==> src/rtl/fifo_pkg.sv <==
// Shared helpers for the single-clock FIFO: depth/pointer sizing derived from
// DEPTH_LOG2 and the parameter legality check used at elaboration.
package fifo_pkg;

    // Read-mode encoding for the FWFT parameter.
    typedef enum logic {
        RD_STANDARD = 1'b0,
        RD_FWFT     = 1'b1
    } read_mode_e;

    // Number of storage entries for a given address width.
    function automatic int fifo_depth(input int depth_log2);
        return 1 << depth_log2;
    endfunction

    // Pointers carry one extra wrap bit above the address bits.
    function automatic int fifo_ptr_width(input int depth_log2);
        return depth_log2 + 1;
    endfunction

    // True when the threshold and mode parameters describe a usable FIFO.
    function automatic bit fifo_params_legal(input int depth_log2,
                                             input int af_thresh,
                                             input int ae_thresh,
                                             input int fwft);
        int depth;
        depth = fifo_depth(depth_log2);
        return (depth_log2 >= 1)
            && (af_thresh >= 1) && (af_thresh <= depth)
            && (ae_thresh >= 0) && (ae_thresh <= depth - 1)
            && ((fwft == 0) || (fwft == 1));
    endfunction

endpackage

==> src/rtl/fifo_sync_ram.sv <==
// Flop-based storage for the FIFO: synchronous write, combinational read.
// Storage is deliberately not reset; the pointers define what is valid.
module fifo_sync_ram
    import fifo_pkg::*;
#(
    parameter int WIDTH  = 32,
    parameter int ADDR_W = 7
) (
    input  logic              clk,
    input  logic              we,
    input  logic [ADDR_W-1:0] waddr,
    input  logic [WIDTH-1:0]  wdata,
    input  logic [ADDR_W-1:0] raddr,
    output logic [WIDTH-1:0]  rdata
);

    localparam int DEPTH = fifo_depth(ADDR_W);

    logic [WIDTH-1:0] mem [0:DEPTH-1];

    // Write port: one word per cycle at the write address.
    always_ff @(posedge clk) begin
        if (we) begin
            mem[waddr] <= wdata;
        end
    end

    // Read port is asynchronous so FWFT mode can show the head word directly.
    assign rdata = mem[raddr];

endmodule

==> src/rtl/sync_fifo_param.sv <==
// Single-clock parametrised FIFO with occupancy count, programmable
// almost-full/almost-empty flags, overflow/underflow pulses and an optional
// first-word-fall-through read mode.
module sync_fifo_param
    import fifo_pkg::*;
#(
    parameter int MEM_WIDTH  = 32,
    parameter int DEPTH_LOG2 = 7,
    parameter int AF_THRESH  = 120,
    parameter int AE_THRESH  = 8,
    parameter int FWFT       = 0
) (
    input  logic                  clk_in,
    input  logic                  reset,
    input  logic                  flush,
    input  logic                  insert,
    input  logic [MEM_WIDTH-1:0]  data_in,
    input  logic                  remove,
    output logic [MEM_WIDTH-1:0]  data_out,
    output logic                  data_valid,
    output logic                  full,
    output logic                  empty,
    output logic                  almost_full,
    output logic                  almost_empty,
    output logic [DEPTH_LOG2:0]   count,
    output logic                  overflow,
    output logic                  underflow
);

    localparam int PTR_W = fifo_ptr_width(DEPTH_LOG2);
    localparam logic [PTR_W-1:0] AF_LIMIT = PTR_W'(AF_THRESH);
    localparam logic [PTR_W-1:0] AE_LIMIT = PTR_W'(AE_THRESH);

    // Out-of-range thresholds or mode stop elaboration.
    if (!fifo_params_legal(DEPTH_LOG2, AF_THRESH, AE_THRESH, FWFT)) begin : g_param_check
        $error("sync_fifo_param: illegal DEPTH_LOG2/AF_THRESH/AE_THRESH/FWFT combination");
    end

    logic [PTR_W-1:0]     wptr_reg, wptr_next;
    logic [PTR_W-1:0]     rptr_reg, rptr_next;
    logic                 overflow_reg, underflow_reg;
    logic                 full_flag, empty_flag;
    logic                 wr_accept, rd_accept;
    logic [MEM_WIDTH-1:0] ram_rdata;

    // Status is decoded from the registered pointers only.
    assign full_flag  = (wptr_reg[DEPTH_LOG2-1:0] == rptr_reg[DEPTH_LOG2-1:0])
                     && (wptr_reg[DEPTH_LOG2] != rptr_reg[DEPTH_LOG2]);
    assign empty_flag = (wptr_reg == rptr_reg);
    assign count      = wptr_reg - rptr_reg;

    assign full         = full_flag;
    assign empty        = empty_flag;
    assign almost_full  = (count >= AF_LIMIT);
    assign almost_empty = (count <= AE_LIMIT);
    assign overflow     = overflow_reg;
    assign underflow    = underflow_reg;

    // Requests are qualified by the flags at the start of the cycle, so a
    // full FIFO still drains and an empty FIFO still fills on insert+remove.
    assign wr_accept = insert && !full_flag;
    assign rd_accept = remove && !empty_flag;

    // Next-pointer selection; flush overrides any access in the same cycle.
    always_comb begin
        wptr_next = wptr_reg;
        rptr_next = rptr_reg;
        if (flush) begin
            wptr_next = '0;
            rptr_next = '0;
        end else begin
            if (wr_accept) begin
                wptr_next = wptr_reg + 1'b1;
            end
            if (rd_accept) begin
                rptr_next = rptr_reg + 1'b1;
            end
        end
    end

    // Pointer registers.
    always_ff @(posedge clk_in or negedge reset) begin
        if (!reset) begin
            wptr_reg <= '0;
            rptr_reg <= '0;
        end else begin
            wptr_reg <= wptr_next;
            rptr_reg <= rptr_next;
        end
    end

    // One-cycle error pulses for rejected requests; cleared by flush.
    always_ff @(posedge clk_in or negedge reset) begin
        if (!reset) begin
            overflow_reg  <= 1'b0;
            underflow_reg <= 1'b0;
        end else if (flush) begin
            overflow_reg  <= 1'b0;
            underflow_reg <= 1'b0;
        end else begin
            overflow_reg  <= insert && full_flag;
            underflow_reg <= remove && empty_flag;
        end
    end

    fifo_sync_ram #(
        .WIDTH  (MEM_WIDTH),
        .ADDR_W (DEPTH_LOG2)
    ) u_ram (
        .clk   (clk_in),
        .we    (wr_accept && !flush),
        .waddr (wptr_reg[DEPTH_LOG2-1:0]),
        .wdata (data_in),
        .raddr (rptr_reg[DEPTH_LOG2-1:0]),
        .rdata (ram_rdata)
    );

    if (FWFT == 0) begin : g_std_read
        logic [MEM_WIDTH-1:0] data_out_reg;
        logic                 data_valid_reg;

        // Registered read: the head word is captured on the accepting edge
        // and data_valid marks exactly the following cycle.
        always_ff @(posedge clk_in or negedge reset) begin
            if (!reset) begin
                data_out_reg   <= '0;
                data_valid_reg <= 1'b0;
            end else if (flush) begin
                data_valid_reg <= 1'b0;
            end else begin
                data_valid_reg <= rd_accept;
                if (rd_accept) begin
                    data_out_reg <= ram_rdata;
                end
            end
        end

        assign data_out   = data_out_reg;
        assign data_valid = data_valid_reg;
    end else begin : g_fwft_read
        // Head word is presented directly; zero while empty so stale storage
        // never leaks out (this also gives data_out=0 during reset).
        assign data_out   = empty_flag ? '0 : ram_rdata;
        assign data_valid = !empty_flag;
    end

endmodule
==> config.mk <==
export PLATFORM = sky130hd
export DESIGN_NAME = sync_fifo_param
export DESIGN_NICKNAME = d
export VERILOG_FILES = /design/src/rtl/fifo_pkg.sv /design/src/rtl/fifo_sync_ram.sv /design/src/rtl/sync_fifo_param.sv
export SDC_FILE = /design/constraint.sdc
export NUM_CORES = 2
export LEC_CHECK = 0
export CAP_MARGIN = 10
export CORE_AREA = 5 5 543 545
export CTS_CLUSTER_SIZE = 16
export DETAILED_ROUTE_END_ITERATION = 6
export DIE_AREA = 0 0 548 550
export PLACE_DENSITY_LB_ADDON = 0.08
export SYNTH_ARGS = -nofsm -noshare
export SYNTH_HDL_FRONTEND = slang
export SYNTH_HIERARCHICAL = 1
export SYNTH_SLANG_ARGS = --single-unit
==> constraint.sdc <==
create_clock -name clk_in -period 5.4 [get_ports clk_in]
set_input_delay 0.54 -clock clk_in [delete_from_list [all_inputs] [get_ports clk_in]]
set_output_delay 0.54 -clock clk_in [all_outputs]
set_load 0.1 [all_outputs]
==> reports/metrics.yaml <==
routing:
  drc: 0
  postRouteAntennaNets: 0
  finalWirelength_um: 427100
  routedWlPerCell_um: 39.41
  drtIter0Drc: 11380
  first_pass_iters: 5
  via_per_inst: 6.801
  vias: 73710
status:
  outcome: "complete, no violations"
cts:
  cts.sinks: 4147
  htree_num_levels: 5
  cts_tree: "built"
  clk_latency_ns: 0.97
  cts-root-buf: "clkbuf_16"
  clk_path_buf_depth: 4
  cts_buffers: 417
  post_cts_resized: 0
  cts.clk_slew.worst_paths_ns: 0.06
timing:
  clock.fmax_mhz: 219.1
  tightest_slew_ns: 1.165
  timing_hold_violations_final: 0
  setup_tns_ns: 0
  skew_ns: 0.06221
  period_minus_slack_ns: 4.564
  setup_ws_ns: 0.8363
  slew_viol_final: 0
  max_slew_margin: 0.2232
  rsz0062_at_grt: "false"
  setup_viol: 0
  finalCritPeriodShare: 0.8451
worst_setup_path:
  crit_fanout: 141
  worst_setup_path_start_kind: "flop"
  cpPeakStageDelay_ns: 0.71
  critPathRequiredTime_ns: 6.22
  cp.arrival_ns: 5.38
  crit_family: "multiplexers"
  crit_path_end_kind: "flop"
  critPathKind: "reg -> reg"
  crit_buf_inv: 2
  crit_cells: 7
  crit_path_top_delay_cell: "buf_12"
  path_cells: "buf_12 > buf_12 > mux4_2 > mux4_2 > mux4_2 > mux2_2 > mux2_4"
  cpMostUsedCell: "mux4_2"
  r2r.worst_path.cells: 7
floorplan:
  core_um2: 289600
  ios: 84
  die_w_um: 548
  rows: 198
  die_area_um2: 301400
  die_y_um: 550
  start_util: 0.5467
yosys:
  synth-seq-area-share: 0.7850
  synthAdderAreaFrac: 0.0008377
  synthFlopType: "edfxtp_1"
  yosysWarnings: 6
  synth_compound_area_frac: 0.001265
  synth_cell_types: 49
  synth_edf_count: 4096
  synthSimpleGateAreaFrac: 0.006433
  synth-seq-cells: 4147
  synth.cell_area_um2: 158300
  async_flop_share: 0.01230
  synthesis.nets: 6217
  syn_inst: 6170
  yosys.area_share.xor_xnor: 0.0009958
  yosys-mux-area-fraction: 0.1964
  synth_top_family_by_area: "multiplexers"
  postSynthAreaPerCell_um2: 25.66
final_layout:
  final_common_cell: "edfxtp_1"
  drive_gt1_frac: 0.3535
  finalNonFillerCells: 10840
  largest_register_ffs: 4096
  mostFrequentLayoutCells: "edfxtp_1, mux4_2, clkbuf_16, buf_4, nor2_4"
  layout.nets: 6675
  syn_to_final_growth_pct: 13.64
global_routing:
  antenna_found_initial: 66
  grt_max_degree: 142
  grt_pass1_vias: 73410
  grt_usage: 0.2848
  grt_pass1_wl_um: 593100
  overflow: 0
power:
  p_leak_nw: 53.81
  cellPowerDensity_nw_per_um2: 407.8
  ir_worst_vdd_mv: 0.4288
placed_design:
  numPlacedInstances: 10010
  dpl.hpwl_um: 236700
  gp_congestion: 0.8374
  io_buffers: 83
  preCtsSetupSlack_ns: 0.9051
hold_path:
  whs_path_depth: 1
  hold_path_class: "in -> reg"
run:
  cap_violations: 0
## cell usage after synthesis (2+ instances only)
| master | count | share of area |
|---|---|---|
| edfxtp_1 | 4096 | 0.78 |
| mux4_2 | 1344 | 0.19 |
| clkbuf_1 | 184 | 0.0044 |
| nor2_1 | 136 | 0.0032 |
| buf_2 | 79 | 0.0025 |
| dfrtp_1 | 51 | 0.0081 |
| buf_1 | 50 | 0.0012 |
| mux2_2 | 35 | 0.0025 |
| mux2_4 | 29 | 0.0028 |
| nand2_1 | 24 | 0.00057 |
| nand3_1 | 16 | 0.00051 |
| nor3_1 | 15 | 0.00047 |
| inv_1 | 11 | 0.00026 |
| xnor2_1 | 10 | 0.00055 |
| a21oi_1 | 9 | 0.00028 |
| ha_1 | 9 | 0.00071 |
| nor2b_1 | 9 | 0.00036 |
| xor2_1 | 8 | 0.00044 |
| nand4_1 | 7 | 0.00028 |
| o21ai_0 | 5 | 0.00016 |
| or3_1 | 5 | 0.00020 |
| buf_4 | 4 | 0.00019 |
| buf_12 | 3 | 0.00038 |
| nand2b_1 | 3 | 0.00012 |
| a211oi_1 | 2 | 0.000095 |
| a21o_1 | 2 | 0.000095 |
| buf_6 | 2 | 0.00014 |
## power breakdown
group / internal [mW] / leakage, nW / switching, mW
Combinational: 3.66 / 9.77 / 5.16
Sequential: 35.5 / 37.4 / 0.253
Clock: 16.7 / 6.60 / 12.1
Total: 55.8 / 53.8 / 17.5
## what timing repair did
action	in CTS	in global routing
buffers inserted	0	0
hold buffers	3	0
hold endpoints to repair	43	0
## final timing paths
path	startpoint	endpoint	slack, ns
max	rptr_reg[2]	data_out[14]	0.84
min	data_in[27]	u_ram/mem[117][27]	0.1
max reg2reg	rptr_reg[2]	data_out[14]	0.84
min reg2reg	data_out[31]	data_out[31]	0.52
max in group asynchronous	reset	rptr_reg[6]	4.20
min in group asynchronous	reset	data_out[4]	0.41
## metal layers
layer | wire (um) | global-route usage | up-vias
li1 | - | - | 28110
met1 | 171200 | 0.4345 | 40950
met3 | 41950 | 0.04776 | 572
met2 | 201000 | 0.4346 | 4057
met5 | 138 | 0 | -
met4 | 12770 | 0.08482 | 20
## layout make-up
| class | instances | area, um^2 |
|---|---|---|
| Multi-Input combinational cell | 1689 | 33570 |
| Tap cell | 3800 | 4755 |
| Clock inverter | 246 | 2590 |
| Timing Repair Buffer | 362 | 3498 |
| Clock buffer | 521 | 11000 |
| Inverter | 11 | 41.29 |
| Fill cell | 19240 | 109700 |
| Sequential cell | 4147 | 124300 |
| Antenna cell | 61 | 152.6 |
## worst register-to-register path: cells and delay by family (launching register included)
kind	cells	cell delay (ns)
flip-flops	1	0.43
multiplexers	5	2.61
buffers and inverters	2	1.39
## kinds of logic after synthesis
logic type / after synthesis
muxes: 1408
AOI/OAI and AO/OA: 28
xor gates and xnor gates: 18
adders and majority gates: 10
and+or+nand+nor: 225
DFF: 4147
buffers and inverters: 334
## per-stage QoR
step	total power [mW]	util	instance area [um^2]	hold WS (ns)
after global routing	75.58	0.6211	179900	0.1128
after global placement	45.30	0.5736	166100	0.4023
after detailed placement	45.36	0.5737	166100	0.4017
final	73.36	0.6212	179900	0.09628
after CTS	73.88	0.6207	179800	0.04567
after floorplan	42.21	-	158300	0.2444
(Power assumes the default switching activity.)
